$ cat src/rtl/cpu_pkg.sv
// Shared types and instruction field positions for the LEGv8 core.
package cpu_pkg;

  typedef enum logic {
    S_FETCH,
    S_HOLD
  } fetch_state_t;

  localparam int INST_W    = 32;
  localparam int OPC_MSB   = 31;
  localparam int OPC_LSB   = 21;
  localparam int IMM26_MSB = 25;
  localparam int IMM26_LSB = 0;
  localparam int IMM19_MSB = 23;
  localparam int IMM19_LSB = 5;
  localparam int IMM26_W   = IMM26_MSB - IMM26_LSB + 1;
  localparam int IMM19_W   = IMM19_MSB - IMM19_LSB + 1;

endpackage

$ cat src/rtl/next_pc_calc.sv
// Branch resolution and next-PC adders for the fetch stage.
module next_pc_calc
  import cpu_pkg::*;
#(
  parameter int ADDR_W = 64
) (
  input  logic [ADDR_W-1:0]  inst_pc,
  input  logic [IMM26_MSB:0] imm_field,
  input  logic               UnCondBr,
  input  logic               BrZero,
  input  logic               BrLessThan,
  input  logic               alu_z,
  input  logic               flag_n,
  input  logic               flag_v,
  output logic               br_taken,
  output logic [ADDR_W-1:0]  next_pc
);

  logic [IMM26_W-1:0] imm26;
  logic [IMM19_W-1:0] imm19;
  logic [ADDR_W-1:0]  imm_ext;
  logic [ADDR_W-1:0]  target;

  assign imm26 = imm_field[IMM26_MSB:IMM26_LSB];
  assign imm19 = imm_field[IMM19_MSB:IMM19_LSB];

  assign br_taken = UnCondBr
                  | (BrZero & alu_z)
                  | (BrLessThan & (flag_n != flag_v));

  // imm26 wins whenever UnCondBr is set, even alongside a conditional
  always_comb begin
    imm_ext = '0;
    if (UnCondBr)
      imm_ext = {{(ADDR_W-IMM26_W){imm26[IMM26_W-1]}}, imm26};
    else
      imm_ext = {{(ADDR_W-IMM19_W){imm19[IMM19_W-1]}}, imm19};
  end

  assign target  = inst_pc + (imm_ext << 2);
  assign next_pc = br_taken ? target : inst_pc + ADDR_W'(4);

endmodule

$ cat src/rtl/fetch_unit.sv
// Fetch/PC stage with NZVC flag register.
// Optional FETCH_PERF_CNT_EN adds instret/stall_cyc counters.
module fetch_unit
  import cpu_pkg::*;
#(
  parameter int               ADDR_W   = 64,
  parameter logic [ADDR_W-1:0] RESET_PC = '0
) (
  input  logic              clk,
  input  logic              reset,
  output logic              imem_req,
  output logic [ADDR_W-1:0] imem_addr,
  input  logic [INST_W-1:0] imem_rdata,
  input  logic              imem_valid,
  output logic [INST_W-1:0] inst,
  output logic [ADDR_W-1:0] inst_pc,
  output logic              inst_valid,
  input  logic              inst_ready,
  input  logic              UnCondBr,
  input  logic              BrZero,
  input  logic              BrLessThan,
  input  logic              SetFlags,
  input  logic              alu_n,
  input  logic              alu_z,
  input  logic              alu_v,
  input  logic              alu_c,
`ifdef FETCH_PERF_CNT_EN
  output logic [31:0]       instret,
  output logic [31:0]       stall_cyc,
`endif
  output logic [3:0]        flags
);

  fetch_state_t      state, state_d;
  logic [ADDR_W-1:0] pc;
  logic [ADDR_W-1:0] next_pc;
  logic              br_taken;
  logic              fetch_done;
  logic              retire;

  // Request is masked during reset so a late response is dropped
  assign imem_req   = (state == S_FETCH) & ~reset;
  assign imem_addr  = pc;
  assign inst_valid = (state == S_HOLD);
  assign fetch_done = imem_req & imem_valid;
  assign retire     = inst_valid & inst_ready;

  always_comb begin
    state_d = state;
    unique case (state)
      S_FETCH: if (fetch_done) state_d = S_HOLD;
      S_HOLD:  if (retire)     state_d = S_FETCH;
      default: state_d = S_FETCH;
    endcase
  end

  always_ff @(posedge clk) begin
    if (reset) begin
      state   <= S_FETCH;
      pc      <= RESET_PC;
      inst    <= '0;
      inst_pc <= RESET_PC;
      flags   <= 4'b0000;
    end else begin
      state <= state_d;
      if (fetch_done) begin
        inst    <= imem_rdata;
        inst_pc <= pc;
      end
      if (retire) begin
        pc <= next_pc;
        if (SetFlags)
          flags <= {alu_n, alu_z, alu_v, alu_c};
      end
    end
  end

  next_pc_calc #(
    .ADDR_W(ADDR_W)
  ) u_next_pc (
    .inst_pc   (inst_pc),
    .imm_field (inst[IMM26_MSB:0]),
    .UnCondBr  (UnCondBr),
    .BrZero    (BrZero),
    .BrLessThan(BrLessThan),
    .alu_z     (alu_z),
    .flag_n    (flags[3]),
    .flag_v    (flags[1]),
    .br_taken  (br_taken),
    .next_pc   (next_pc)
  );

`ifdef FETCH_PERF_CNT_EN
  always_ff @(posedge clk) begin
    if (reset) begin
      instret   <= '0;
      stall_cyc <= '0;
    end else begin
      if (retire)
        instret <= instret + 32'd1;
      if (imem_req & ~imem_valid)
        stall_cyc <= stall_cyc + 32'd1;
    end
  end
`endif

endmodule
$ cat config.mk
export PLATFORM = sky130hd
export DESIGN_NAME = fetch_unit
export DESIGN_NICKNAME = d
export VERILOG_FILES = /design/src/rtl/cpu_pkg.sv /design/src/rtl/next_pc_calc.sv /design/src/rtl/fetch_unit.sv
export SDC_FILE = /design/constraint.sdc
export NUM_CORES = 1
export LEC_CHECK = 0
export CAP_MARGIN = 25
export CORE_MARGIN = 2
export CORE_UTILIZATION = 25
export CTS_BUF_LIST = sky130_fd_sc_hd__clkbuf_4 sky130_fd_sc_hd__clkbuf_8
export CTS_CLUSTER_SIZE = 8
export DETAILED_ROUTE_END_ITERATION = 7
export GPL_TIMING_DRIVEN = 0
export PLACE_DENSITY = 0.51
export SETUP_SLACK_MARGIN = 0.15
export SYNTH_ARGS = -nofsm -noshare
export SYNTH_HDL_FRONTEND = slang
export SYNTH_SLANG_ARGS = --single-unit
$ cat constraint.sdc
create_clock -name clk -period 7.6 [get_ports clk]
set_input_delay 1.52 -clock clk [delete_from_list [all_inputs] [get_ports clk]]
set_output_delay 1.52 -clock clk [all_outputs]
set_load 0.02 [all_outputs]
Yosys cells after proc, flatten, opt, wreduce, memory -nomap -nowiden
Cells that the tools add are included.
Widths: inputs -> output; s select.
{"block": "word_totals", "out_inout_bits": 166, "elab_cells": 23, "inputBits": 44, "reg_bits": 165}
{"block": "op_classes", "addsub": 2, "n_mux": 5, "n_reduce_logical": 1, "eq_ne": 1, "bitwise_logic": 9}
{"op": "$add 64x3->64 const B", "n": 1}
{"op": "$add 64x64->64", "n": 1}
{"op": "$mux 64", "n": 1}
{"op": "$mux 62", "n": 1}
{"op": "$and 1x1->1", "n": 5}
{"op": "$mux 1", "n": 2}
{"op": "$not 1->1", "n": 2}
{"op": "$or 1x1->1", "n": 2}
{"op": "$pmux 1 s2", "n": 1}
{"op": "$reduce_and 2->1", "n": 1}
{"op": "$ne 1x1->1", "n": 1}

Longest topological paths before layout
{"block": "depth", "depth_word": 5, "mapped_depth": 17, "mapped_depth_nobuf": 16}

Modules after synthesis
Synthesis repeated with hierarchy kept, for this count alone.
{"block": "unflattened", "cells_unflattened": 1336, "area_unflattened_um2": 9815.7}
{"mod": "fetch_unit", "instances": 1, "seq_area_each_um2": 3303.2, "cells_each": 719, "area_each_um2": 5689.2}
{"mod": "next_pc_calc", "instances": 1, "seq_area_each_um2": 0.0, "cells_each": 617, "area_each_um2": 4126.5}

Least setup slack after synthesis
Ideal clock, no wire load.
{"block": "synth_path", "kind": "input port to flip-flop", "start": "input port BrZero", "end": "register pc[62], in the netlist imem_addr[62]", "arrival_ps": 5426, "n_path_buf": 1, "required_time_ps": 7478, "setup_slack_ps": 2051, "cell_stages": 14, "setup_time_ps": 122, "path_cell_list": "a221o_1 and2_1 nand2b_1 nand2_1 ha_1 buf_4 nand4_1 or3_1 o311ai_2 a21oi_2 or4_4 a31oi_4 xnor2_1 o21ai_2"}
{"block": "synth_between", "elab_chain_cells": 4}
{"element": "start, declared", "line_no": "fetch_unit.sv:20", "rtl": "input logic BrZero,"}
{"element": "$and 1x1->1", "line_no": "next_pc_calc.sv:28", "rtl": "| (BrZero & alu_z)"}
{"element": "$or 1x1->1", "line_no": "next_pc_calc.sv:28"}
{"element": "$or 1x1->1", "line_no": "next_pc_calc.sv:29", "rtl": "| (BrLessThan & (flag_n != flag_v));"}
{"element": "$mux 64", "line_no": "next_pc_calc.sv:41", "rtl": "assign next_pc = br_taken ? target : inst_pc + ADDR_W'(4);"}
{"element": "end signal, assigned", "line_no": "fetch_unit.sv:71", "rtl": "pc <= next_pc;"}
{"element": "end, declared", "line_no": "fetch_unit.sv:35", "rtl": "logic [ADDR_W-1:0] pc;"}
Every way passes these cells.
A chain may end at the register's enable or synchronous reset.

Worst setup path after layout
{"block": "layout_path", "start": "input port alu_z", "end": "register pc[61], in the netlist imem_addr[61]"}
{"block": "layout_between", "elab_chain_cells": 4}
{"element": "start, declared", "line_no": "fetch_unit.sv:24", "rtl": "input logic alu_z,"}
{"element": "$and 1x1->1", "line_no": "next_pc_calc.sv:28"}
{"element": "$or 1x1->1", "line_no": "next_pc_calc.sv:28"}
{"element": "$or 1x1->1", "line_no": "next_pc_calc.sv:29"}
{"element": "$mux 64", "line_no": "next_pc_calc.sv:41"}
Every way passes these cells.

==> impl_summary.md <==
Run status
The flow ran to the end, and the final reports show no timing, DRC or antenna violations.

Power and ir drop
In this run the power density over the cells is 147.9 nW/µm². The maximum vdd drop is 98.25 µV. The leakage power summed over all cells is 4.612 nW.

Setup path
The setup path with the least slack is of type in2reg. The critical path startpoint category is an input port. The required time of the worst setup path is 7990 ps.

The maximum fanout along the worst path is 37. Traced cell by cell, the critical path runs through clkdlybuf4s50_1 -> a221o_1 -> and2_1 -> nand2b_1 -> nand2_2 -> ha_1 -> clkbuf_1 -> nand4_1 -> nor3_1 -> nand3_1 -> a21oi_1 -> o21ai_1 -> a211oi_1 -> o211ai_1 -> a21o_1 -> a32o_1. In this run the register-to-register setup slack is 2170 ps. The largest single stage delay on the critical path is 560 ps.

The critical path runs through a total of 16 cells. The worst register-to-register path begins at flags[3]$_SDFFE_PP0P_. The worst path arrival time is 6800 ps. The slowest stage of the critical path belongs to the cell nand2_2.

The critical register-to-register path endpoint is imem_addr[61]$_SDFFE_PP0P_. Following the worst setup path forward leads to its endpoint at imem_addr[61]$_SDFFE_PP0P_. The gate family responsible for the most delay along the worst path is compound AO/OA/AOI/OAI gates.

Counting both buffers and inverters, the worst setup path holds a total of 2. The timing startpoint of the critical path is alu_z. The number of cells on the worst reg-to-reg path is 16. The nature of the critical path endpoint is a flop.

Clocking
In this run the post-CTS setup repair buffer count came out at 0. The H-tree generated during clock tree synthesis spans 4 levels. Gates resized during post-CTS repair numbered 0. The TritonCTS clock tree is built. The insertion delay of the later-clocked pin in the worst-skew pair is 490 ps.

The number of buffers created by CTS is 17. The tree is rooted in a clkbuf_8. After clock tree synthesis, the clock-pin slew on the worst setup and hold paths is 100 ps.

The number of sinks driven by the clock tree is 165. The number of buffers on the longest clock path is 2. After clock tree synthesis, the flow added hold-fix buffers numbering 0.

Routing
The total via count after detailed routing is 9660. For this run, design rule violations remaining after detail routing come to 0. Using the TritonRoute via totals, the vias-per-cell ratio works out to 4.756. The number of optimization iterations in the first detailed-route pass is 4. The total detailed-routing wirelength is 35.71 mm.

The first routing iteration left 596 violations. The post-detailed-route count of antenna-violating nets is 0. The average wire length per cell after detail routing is 17.58 µm.

Global routing
The initial antenna violation count was 0. The aggregate global routing overflow is 0. The first global-routing pass estimated 55.30 mm of wire.

The overall global routing resource usage is 17.55%. Entering global routing, the biggest net connects 38 pins. The via count of the first global-routing pass came to 9769.

Yosys
The number of distinct standard cells referenced by the synthesized netlist is 68. The async set or reset register ratio after synthesis is 0%. The mapped cell area is 9618 µm². The synthesized netlist cell count is 1277. A synthesized cell averages 7.532 µm². For this run, the leading register cell type out of synthesis is dfxtp_1. The share of synthesized area occupied by flip-flops and latches is 34.34%. During synthesis, Yosys emitted a total of 0 warnings.

The net count of the mapped netlist is 1383. In this run, synthesis inferred 0 flip-flops with an integrated enable. Counting flops and latches in the post-synthesis netlist gives 165.

Cells and area
After routing the design area is 12770 µm². The net count of the finished layout is 1613. The fraction of final layout cells sized beyond drive strength 1 is 4.013%. The diode insertion count for antenna repair is 0. The growth of design area from synthesis to finish is 32.76%.

Timing
Setup repair after global routing left no endpoint under its margin. The final critical-path share of the clock period is 84.45%. The slew of the pin with the lowest slew margin is 937.8 ps. On the final layout, the worst clock skew is 19.95 ps. The final setup violation count is 0. The peak clock frequency supported by timing is 155.8 MHz. The number of max-slew violations in the final report is 0. The max-slew headroom at the worst pin is 37.48%. The worst path needs 6418 ps of the cycle, external delays included. The total negative slack for setup checks is 0 ps. The hold violation count in the final report is 0. Across all setup checks in the final design, the least slack found is 1182 ps.

Floorplanning
In this run the count of I/O pins placed on the die edge is 210. The height of the die is 200.1 µm. The floorplan step defined a die boundary enclosing 40060 µm². The standard-cell row count is 71.

The initial core utilization is 25.47%. The floorplan step defined a core boundary enclosing 37760 µm². The die is 200.1 µm wide.

Placed design
Before CTS, the worst setup slack after placement is 736.0 ps. The placed instances occupy a cell area of 12380 µm². The final RePlAce weighted congestion is 0.8607. The half-perimeter wire length after detailed placement is 28.31 mm. Port buffering added 209 buffers.

Min path
The kind of path behind the tightest hold check is reg2reg.

Run
Across the run, the number of max-cap violations was 0.
==> area by class of cell <==
cell class / count / area [µm²]
clock inverters: 15 / 156.4
inverters: 15 / 56.30
fillers: 4042 / 24990
well taps: 511 / 639.4
plain buffers: 71 / 295.3
flip-flops and latches: 165 / 3303
multi-input cells: 1026 / 5966
clock buffers: 17 / 234.0
repair buffers: 211 / 2118
==> kinds of logic after synthesis <==
group | after synthesis | share of synthesized area, %
simple gates | 534 | 25.87
flops | 165 | 34.34
mux | 7 | 0.7415
compound gates | 369 | 22.32
fa+ha+maj | 62 | 8.144
buf+inv | 86 | 3.656
xor+xnor | 54 | 4.917
==> layer usage <==
| layer | up-vias | GRT usage [%] | part of all wire [%] |
|---|---|---|---|
| met4 | 0 | 3.971 | 1.4 |
| met5 | - | 0 | 0 |
| met2 | 248 | 29.59 | 46 |
| met1 | 4485 | 22.30 | 47 |
| met3 | 29 | 4.719 | 6.2 |
| li1 | 4898 | - | - |
==> metrics by stage <==
| stage | power [mW] | utilization [%] | hold slack (ps) | cells |
|---|---|---|---|---|
| 2_1_floorplan | 1.094 | - | 445.7 | 1277 |
| 6_report | 1.888 | 33.82 | 481.5 | 2031 |
| 3_3_place_gp | 1.232 | 32.71 | 457.8 | 1997 |
| 3_5_place_dp | 1.234 | 32.79 | 458.2 | 1999 |
| 5_1_grt | 1.968 | 33.82 | 504.0 | 2031 |
| 4_1_cts | 1.919 | 33.82 | 479.4 | 2031 |
==> report_power, final <==
group          total (mW)  leakage, nW  internal, mW  switching (mW)
sequential          0.911         1.34         0.886          0.0241
combinational       0.303         3.08         0.120           0.183
clock               0.674        0.197         0.274           0.401
==> cell usage in the layout (no fill, tap or decap), types with 5 or more instances in the layout <==
cell type / instances
or3_1: 6
nand4_1: 14
xor2_1: 24
buf_1: 5
o21a_1: 10
buf_4: 7
o21ai_0: 162
nand3_1: 27
a21oi_1: 112
nand2b_1: 102
nand2_1: 277
nor2b_1: 6
inv_1: 15
nor2_1: 55
clkdlybuf4s50_1: 209
mux2i_1: 6
nor3_1: 15
xnor2_1: 30
ha_1: 61
clkbuf_8: 17
o21bai_1: 6
a21o_1: 15
inv_6: 8
and2_1: 7
o211ai_1: 10
o21ai_1: 7
dfxtp_1: 165
clkbuf_1: 57
==> Yosys cell counts (14+ instances only) <==
library cell	count	area, µm²
clkbuf_1	57	214.0
nor2_1	55	206.5
nand3_1	27	135.1
xor2_1	24	210.2
nor3_1	15	75.07
o21ai_0	162	810.8
ha_1	61	763.2
dfxtp_1	165	3303
nand2_1	278	1044
inv_1	15	56.30
nand2b_1	102	638.1
a21o_1	15	112.6
nand4_1	14	87.58
a21oi_1	112	560.5
xnor2_1	30	262.8
==> sequential cells by signal (all words and copies together), names as in the netlist <==
| register | flops |
|---|---|
| imem_addr | 64 |
| flags | 4 |
| inst_pc | 64 |
| inst_valid | 1 |
| inst | 32 |
==> how the worst min path moves through the flow <==
| stage | start | endpoint | slack [ps] | depth (start not counted) |
|---|---|---|---|---|
| 2_1_floorplan | inst_pc[0]$_SDFFE_PP0P_ | imem_addr[0]$_SDFFE_PP0P_ | 450 | 2 |
| 3_3_place_gp | imem_addr[13]$_SDFFE_PP0P_ | imem_addr[13]$_SDFFE_PP0P_ | 460 | 2 |
| 3_5_place_dp | imem_addr[7]$_SDFFE_PP0P_ | imem_addr[7]$_SDFFE_PP0P_ | 460 | 2 |
| 4_1_cts | imem_addr[3]$_SDFFE_PP0P_ | inst_pc[3]$_SDFFE_PP0P_ | 480 | 2 |
| 5_1_grt | imem_addr[5]$_SDFFE_PP0P_ | imem_addr[5]$_SDFFE_PP0P_ | 500 | 2 |
| 6_report | imem_addr[47]$_SDFFE_PP0P_ | imem_addr[47]$_SDFFE_PP0P_ | 480 | 2 |
==> worst reg2reg max path: stages, from the launching register on <==
cell      delay (ps)
dfxtp_1          340
xor2_1           230
a221o_1          440
and2_1           270
nand2b_1         240
nand2_2          560
ha_1             570
clkbuf_1         290
nand4_1          260
nor3_1           330
nand3_1          120
a21oi_1          280
o21ai_1          180
a211oi_1         520
o211ai_1         250
a21o_1           210
a32o_1           240
(Power assumes the default switching activity.)
